### src/rtl/instr_mem_pkg.sv
// Shared types and constants for the instruction memory and its load controller.
package instr_mem_pkg;

  localparam logic [31:0] IM_NOP_WORD = 32'h0000_0000;

  typedef enum logic [1:0] {
    EMPTY = 2'd0,
    LOAD  = 2'd1,
    RUN   = 2'd2
  } im_state_t;

endpackage

### src/rtl/im_load_ctrl.sv
// EMPTY/LOAD/RUN sequencer and sequential write pointer for the program-load port.
module im_load_ctrl
  import instr_mem_pkg::*;
#(
  parameter int unsigned AWIDTH = 6
) (
  input  logic              clk,
  input  logic              rst,
  input  logic              load_start,
  input  logic              load_valid,
  input  logic              load_last,
  output im_state_t         state,
  output logic              wr_en_c,
  output logic [AWIDTH-1:0] wr_addr_c,
  output logic              load_ready,
  output logic              load_done,
  output logic [AWIDTH:0]   load_count
);

  im_state_t         state_q, state_d;
  logic [AWIDTH:0]   count_q, count_d;
  logic              finish_q, finish_d;
  logic              ready_q, ready_d;
  logic              done_q, done_d;

  always_ff @(posedge clk or posedge rst) begin
    if (rst) begin
      state_q  <= EMPTY;
      count_q  <= '0;
      finish_q <= 1'b0;
      ready_q  <= 1'b0;
      done_q   <= 1'b0;
    end else begin
      state_q  <= state_d;
      count_q  <= count_d;
      finish_q <= finish_d;
      ready_q  <= ready_d;
      done_q   <= done_d;
    end
  end

  // A load ends on load_last or on the top index; the pointer never wraps.
  always_comb begin
    state_d   = state_q;
    count_d   = count_q;
    finish_d  = 1'b0;
    wr_en_c   = 1'b0;
    wr_addr_c = count_q[AWIDTH-1:0];
    unique case (state_q)
      EMPTY, RUN: begin
        if (load_start) begin
          state_d = LOAD;
          count_d = '0;
        end
      end
      LOAD: begin
        if (load_valid) begin
          wr_en_c = 1'b1;
          count_d = count_q + (AWIDTH+1)'(1);
          if (load_last || (count_q[AWIDTH-1:0] == {AWIDTH{1'b1}})) begin
            state_d  = RUN;
            finish_d = 1'b1;
          end
        end
      end
      default: state_d = EMPTY;
    endcase
    ready_d = (state_d == LOAD);
    done_d  = finish_q;
  end

  assign state      = state_q;
  assign load_ready = ready_q;
  assign load_done  = done_q;
  assign load_count = count_q;

endmodule

### src/rtl/instr_mem_32bit.sv
// Instruction memory with one-cycle registered fetch and a sequential program-load port.
module instr_mem_32bit
  import instr_mem_pkg::*;
#(
  parameter int unsigned       AWIDTH   = 6,
  parameter int unsigned       RWIDTH   = 32,
  parameter logic [RWIDTH-1:0] NOP_WORD = RWIDTH'(IM_NOP_WORD)
) (
  input  logic              clk,
  input  logic              rst,
  input  logic [AWIDTH-1:0] addr,
  output logic [RWIDTH-1:0] read_data,
  output logic              read_valid,
  input  logic              load_start,
  input  logic              load_valid,
  input  logic              load_last,
  input  logic [RWIDTH-1:0] load_data,
  output logic              load_ready,
  output logic              load_done,
  output logic [AWIDTH:0]   load_count
);

  logic [RWIDTH-1:0] mem [2**AWIDTH];

  im_state_t         state;
  logic              wr_en_c;
  logic [AWIDTH-1:0] wr_addr_c;
  logic [RWIDTH-1:0] read_data_q, read_data_d;
  logic              read_valid_q, read_valid_d;

  im_load_ctrl #(.AWIDTH(AWIDTH)) u_load_ctrl (
    .clk        (clk),
    .rst        (rst),
    .load_start (load_start),
    .load_valid (load_valid),
    .load_last  (load_last),
    .state      (state),
    .wr_en_c    (wr_en_c),
    .wr_addr_c  (wr_addr_c),
    .load_ready (load_ready),
    .load_done  (load_done),
    .load_count (load_count)
  );

  // Array contents survive reset; visibility is controlled by load_count.
  always_ff @(posedge clk) begin
    if (wr_en_c) begin
      mem[wr_addr_c] <= load_data;
    end
  end

  always_comb begin
    read_data_d  = NOP_WORD;
    read_valid_d = 1'b0;
    if (state == RUN) begin
      read_valid_d = 1'b1;
      if ({1'b0, addr} < load_count) begin
        read_data_d = mem[addr];
      end
    end
  end

  always_ff @(posedge clk or posedge rst) begin
    if (rst) begin
      read_data_q  <= NOP_WORD;
      read_valid_q <= 1'b0;
    end else begin
      read_data_q  <= read_data_d;
      read_valid_q <= read_valid_d;
    end
  end

  assign read_data  = read_data_q;
  assign read_valid = read_valid_q;

endmodule

### config.mk
export PLATFORM = sky130hd
export DESIGN_NAME = instr_mem_32bit
export DESIGN_NICKNAME = d
export VERILOG_FILES = /design/src/rtl/instr_mem_pkg.sv /design/src/rtl/im_load_ctrl.sv /design/src/rtl/instr_mem_32bit.sv
export SDC_FILE = /design/constraint.sdc
export NUM_CORES = 2
export LEC_CHECK = 0
export CORE_MARGIN = 5
export CORE_UTILIZATION = 48
export CTS_BUF_LIST = sky130_fd_sc_hd__clkbuf_8
export DETAILED_ROUTE_END_ITERATION = 10
export PLACE_DENSITY = 0.61
export SLEW_MARGIN = 20
export SYNTH_ARGS = -nofsm -noshare
export SYNTH_HDL_FRONTEND = slang
export SYNTH_SLANG_ARGS = --single-unit
### constraint.sdc
create_clock -name clk -period 7.93 [get_ports clk]
set_clock_uncertainty 0.15 [all_clocks]
set_input_delay 1.586 -clock clk [delete_from_list [all_inputs] [get_ports clk]]
set_output_delay 1.586 -clock clk [all_outputs]
set_load 0.005 [all_outputs]
=== After elaboration in Yosys (flattened, before gate mapping) ===
Memories as Yosys holds them, arrays and structs flattened.
Cells that the tools add are included.

* Bits in registers: 45
* RAM bits: 2048
* Input port bits: 43
* Output and inout bits: 42
* Word-level logic and storage cells: 38
* Memories: 1

{| class="wikitable"
|+ Memory list
! memory !! words !! width !! rd ports !! clocked after memory_dff !! write ports !! RTL line !! source
|-
| mem || 64 || 32 || 1 || 0 || 1 || instr_mem_32bit.sv:23 || <nowiki>logic [RWIDTH-1:0] mem [2**AWIDTH];</nowiki>
|}

* $add $sub $neg: 1
* Order comparisons: 1
* Equal/unequal tests: 6
* Muxes and demuxes: 17
* Reduce and logical (&&, ||, !) cells: 5

{| class="wikitable"
|+ Operators by type and width
! operator !! count
|-
| two-way mux 32 bit || 2
|-
| two-way mux 7 bit || 2
|-
| case mux 7 bit (2 select lines) || 1
|-
| two-way mux 1 bit || 8
|-
| adder 7 x 1 -> 7 bit (second input constant) || 1
|-
| < comparator 6 x 7 -> 1 bit || 1
|-
| equality test 6 bit (second input constant) || 1
|-
| two-way mux 2 bit || 3
|-
| equality test 2 x 1 -> 1 bit (second input constant) || 2
|-
| inequality test 2 bit (second input constant) || 2
|-
| case mux 2 bit (2 select lines) || 1
|-
| AND reduction 3 bit || 1
|-
| equality test 2 bit (second input constant) || 1
|-
| zero test 2 bit || 1
|-
| nonzero test 2 bit || 1
|-
| OR reduction 2 bit || 1
|-
| logical OR 1 bit || 1
|}

=== Depth between registers and ports, before layout ===
* Word-level depth: 6
* Gate-level depth with buffers: 10
* Depth with buffers taken out: 7

=== Hierarchy ===
A second synthesis with hierarchy kept.

* Cells, all modules: 3560
* Area, all modules: 79892.9 µm²

{| class="wikitable"
|+ Modules (own cells, without submodules)
! module !! instances !! cells each !! area each (µm²) !! sequential area each (µm²)
|-
| instr_mem_32bit || 1 || 3505 || 79301.1 || 62324.8
|-
| im_load_ctrl || 1 || 55 || 591.8 || 300.3
|}

=== Worst setup path after synthesis ===
No wires, ideal clock.

* Path kind: input to register
* Start: input load_valid
* End: memory mem[40][0] (enable)
* Setup time: 0.461 ns
* Data arrival time: 4.592 ns
* Data required time: 7.319 ns
* Setup slack: 2.727 ns
* Cell stages on the path: 5
* Path buffers: 0
* Cell sequence: nor2b_1 nand2_1 nor2_1 nand3_1 nor3_1

* Word-level cells in the longest chain between the ends: 4

{| class="wikitable"
|+ Ends and longest elaborated chain
! item !! RTL line !! source
|-
| start: declaration || instr_mem_32bit.sv:15 || <nowiki>input logic load_valid,</nowiki>
|-
| two-way mux 1 bit || im_load_ctrl.sv:57 || <nowiki>if (load_valid) begin</nowiki>
|-
| two-way mux 1 bit || im_load_ctrl.sv:49 || <nowiki>unique case (state_q)</nowiki>
|-
| two-way mux 1 bit || instr_mem_32bit.sv:47 || <nowiki>if (wr_en_c) begin</nowiki>
|-
| two-way mux 1 bit (implied by the code) || instr_mem_32bit.sv:48 || <nowiki>mem[wr_addr_c] <= load_data;</nowiki>
|-
| end: declaration || instr_mem_32bit.sv:23 ||
|}

Every way passes these cells.

=== Worst setup path after layout ===
* Start: input load_valid
* End: memory mem[59][2] (enable)

The elaborated chain is that of the path after synthesis.

==> flow_metrics.env <==
export IMPL_core_area_mm2=0.165
export IMPL_place_ws_ns=2.24
export IMPL_tightest_slew_ns=1.13
export IMPL_first_pass_iters=6
export IMPL_gp_congestion=0.791
export IMPL_ant_nets=0
export IMPL_synth_edf_count=2048
export IMPL_finalCriticalPeriod_ns=4.71
export IMPL_leakage_nw=29.3
export IMPL_drt_iter0_markers=3908
export IMPL_ctsHtreeMaxLevel=5
export IMPL_nets=4068
export IMPL_final_setup_viol_count=0
export IMPL_finalHoldViolCount=0
export IMPL_synth_area_top_cells="edfxtp_1, mux4_2, mux2i_1, a22oi_1, dfrtp_1"
export IMPL_die_w_um=418
export IMPL_crit_chain="clkdlybuf4s50_1 > nor2b_1 > nand2_1 > nor2_1 > nand3_1 > nor2_4 > buf_4"
export IMPL_cp_slowest_stage_delay_ns=1.03
export IMPL_cts_path_max_buffers=4
export IMPL_synthesis_area_mm2=0.0800
export IMPL_drive_above_1_share=0.247
export IMPL_wl_um=209000
export IMPL_cp_end_kind="flop"
export IMPL_cts_sinks=2093
export IMPL_cts_setup_buffers=0
export IMPL_ys_types=45
export IMPL_worstPathArrival_ns=5.21
export IMPL_cts_root_buf="clkbuf_8"
export IMPL_yosys_warnings=0
export IMPL_cp_max_fo=21
export IMPL_synth_compound_area_frac=0.0323
export IMPL_yosysSeqAreaShare=0.783
export IMPL_grt_max_degree=102
export IMPL_worstHoldPathType="flop to flop"
export IMPL_required_ns=8.43
export IMPL_setup_tns_ns=0
export IMPL_syn_inst=3655
export IMPL_fp_dieH_um=418
export IMPL_synthArstFlopShare=0.0215
export IMPL_powerDensity_mw_per_mm2=243
export IMPL_fmax_mhz=212
export IMPL_cts_inserted_buffers=348
export IMPL_synthSimpleGateAreaFrac=0.0144
export IMPL_fin_area_mm2=0.0901
export IMPL_clk_pin_slew_worst_paths_ns=0.06
export IMPL_slew_violations=0
export IMPL_drc=0
export IMPL_vdd_drop_max_v=0.000154
export IMPL_antenna_found_initial=6
export IMPL_insertion_delay_ns=1.02
export IMPL_synth_top_family_by_area="multiplexers"
export IMPL_hold_buffers=0
export IMPL_slew_headroom=0.248
export IMPL_grt_setup_unrepaired="false"
export IMPL_synth_xor_xnor_area_share=0.000438
export IMPL_yosys_most_used_dff="edfxtp_1"
export IMPL_viasPerCell=6.08
export IMPL_crit_path_top_delay_cell="nor2_4"
export IMPL_cts_tree="done"
export IMPL_dpl_cell_area_mm2=0.0841
export IMPL_synth_top_area_frac=0.769
export IMPL_rows=149
export IMPL_ys_ff_latch=2093
export IMPL_synth_fa_ha_area_frac=0.000939
export IMPL_worstSetupPathType="input pin to flop"
export IMPL_io_buffers=84
export IMPL_drv_cap=0
export IMPL_die_area_mm2=0.175
export IMPL_status="complete, no violations"
export IMPL_synth_area_mux_share=0.155
export IMPL_grt_pass1_wl_um=298000
export IMPL_critPathTopFamily="simple AND/OR/NAND/NOR gates"
export IMPL_start_util=0.484
export IMPL_vias=39335
export IMPL_grt_pass1_vias=40144
export IMPL_synth_nets=3704
export IMPL_crit_buf_inv=2
export IMPL_post_cts_resized=0
export IMPL_ioPinCount=85
export IMPL_syn_avg_cell_area_um2=21.9
export IMPL_grt_usage=0.239
export IMPL_setup_ws_ns=3.22
export IMPL_wl_per_cell_um=32.3
export IMPL_start_kind="input pin"
export IMPL_yosysTopAreaCell="edfxtp_1"
export IMPL_syn2layout_area_growth_pct=12.7
export IMPL_place_hpwl_um=117000
export IMPL_grt_overflow=0
export IMPL_nFillCells=12592
export IMPL_post_route_period_util=0.594
final timing paths:
check / cells past startpoint / start / slack, ns / endpoint
max: 7 / load_valid / 3.22 / mem[59][2]
min: 0 / u_load_ctrl.done_d / 0.21 / u_load_ctrl.load_done
max reg2reg: 6 / u_load_ctrl.state[1] / 3.91 / mem[59][2]
min reg2reg: 0 / u_load_ctrl.done_d / 0.21 / u_load_ctrl.load_done
max in group asynchronous: 3 / rst / 5.92 / read_data[11]
min in group asynchronous: 3 / rst / 1.03 / read_data[23]
registers in the layout, summed over array words and instances (netlist names):
name,flops
read_data,32
u_load_ctrl.load_count,7
u_load_ctrl.load_ready,1
read_valid,1
u_load_ctrl.state,2
u_load_ctrl.load_done,1
u_load_ctrl.done_d,1
mem,2048
layout by cell type, fill, tap and decap left out, types with 47 or more instances in the layout:
| cell type | Yosys | layout |
|---|---|---|
| mux2i_1 | 334 | 334 |
| inv_1 | 8 | 131 |
| mux4_2 | 394 | 394 |
| clkinv_1 | 0 | 84 |
| nand3_1 | 61 | 61 |
| clkbuf_8 | 0 | 362 |
| clkdlybuf4s50_1 | 0 | 47 |
| buf_4 | 36 | 124 |
| nand2_1 | 49 | 49 |
| nor2_4 | 0 | 64 |
| edfxtp_1 | 2048 | 2048 |
| a22oi_1 | 200 | 200 |
metrics by stage:
stage | hold slack (ns) | power, mW | std cells | utilization
floorplan | 0.181 | 13.2 | 3655 | -
global placement | 0.186 | 13.7 | 5853 | 0.508
detailed placement | 0.191 | 13.7 | 5857 | 0.508
CTS | 0.213 | 22.1 | 6464 | 0.545
global route | 0.214 | 22.6 | 6468 | 0.545
finish | 0.213 | 21.9 | 6469 | 0.545
worst register-to-register path, stage by stage, from the launching register on:
cell     delay, ns
dfrtp_1       0.41
nor2b_1       0.30
nand2_1       0.17
nor2_1        0.52
nand3_1       0.69
nor2_4        1.03
buf_4         0.40
final cells by class:
type                            count  area [um^2]  area share
Timing Repair Buffer              215         1920      0.0213
Clock buffer                      362         4980      0.0553
Sequential cell                  2093        62600       0.695
Antenna cell                        4         10.0    0.000111
Inverter                            8         30.0    0.000333
Clock inverter                    245         1040      0.0116
Tap cell                         2189         2740      0.0304
Multi-Input combinational cell   1353        16800       0.186
power by group:
part | switching, mW | leakage [nW] | internal, mW
logic | 0.767 | 6.71 | 0.413
clock network | 4.12 | 3.56 | 4.27
registers | 0.0600 | 19.0 | 12.3
logic make-up after synthesis:
| logic type | count (synthesis) |
|---|---|
| flip-flops | 2093 |
| multiplexers | 743 |
| adder cells (fa/ha/maj) | 6 |
| AO/OA/AOI/OAI | 349 |
| buffers and inverters | 209 |
| AND/OR/NAND/NOR | 251 |
| XOR/XNOR | 4 |
per-layer routing:
layer	routed length [um]	up-vias	global-route usage
met4	5870	0	0.0698
met2	103000	1695	0.394
met5	0	-	0
met3	14800	390	0.0438
met1	84900	21026	0.330
li1	-	16224	-
synth_stat cells (2+ instances only):
master and number:
nand2_1 49, and4b_1 2, a211o_1 3, clkbuf_1 69, a311oi_1 10, buf_6 14
nand2b_1 8, edfxtp_1 2048, a221oi_1 14, and2_1 4, o2111a_1 3, buf_2 74
a22oi_1 200, o31a_1 15, ha_1 6, dfrtp_1 45, and3_1 8, buf_4 36
o41ai_1 3, inv_1 8, a21oi_1 31, xnor2_1 4, and4_1 3, a41oi_1 15
mux4_2 394, nor2_1 92, a211oi_1 9, a21o_1 2, nor3_1 4, buf_1 8
o21ai_0 11, mux2_2 15, mux2i_1 334, o22ai_1 24, nand3_1 61, a31o_2 2
nor2b_1 19
(Power assumes the default switching activity.)
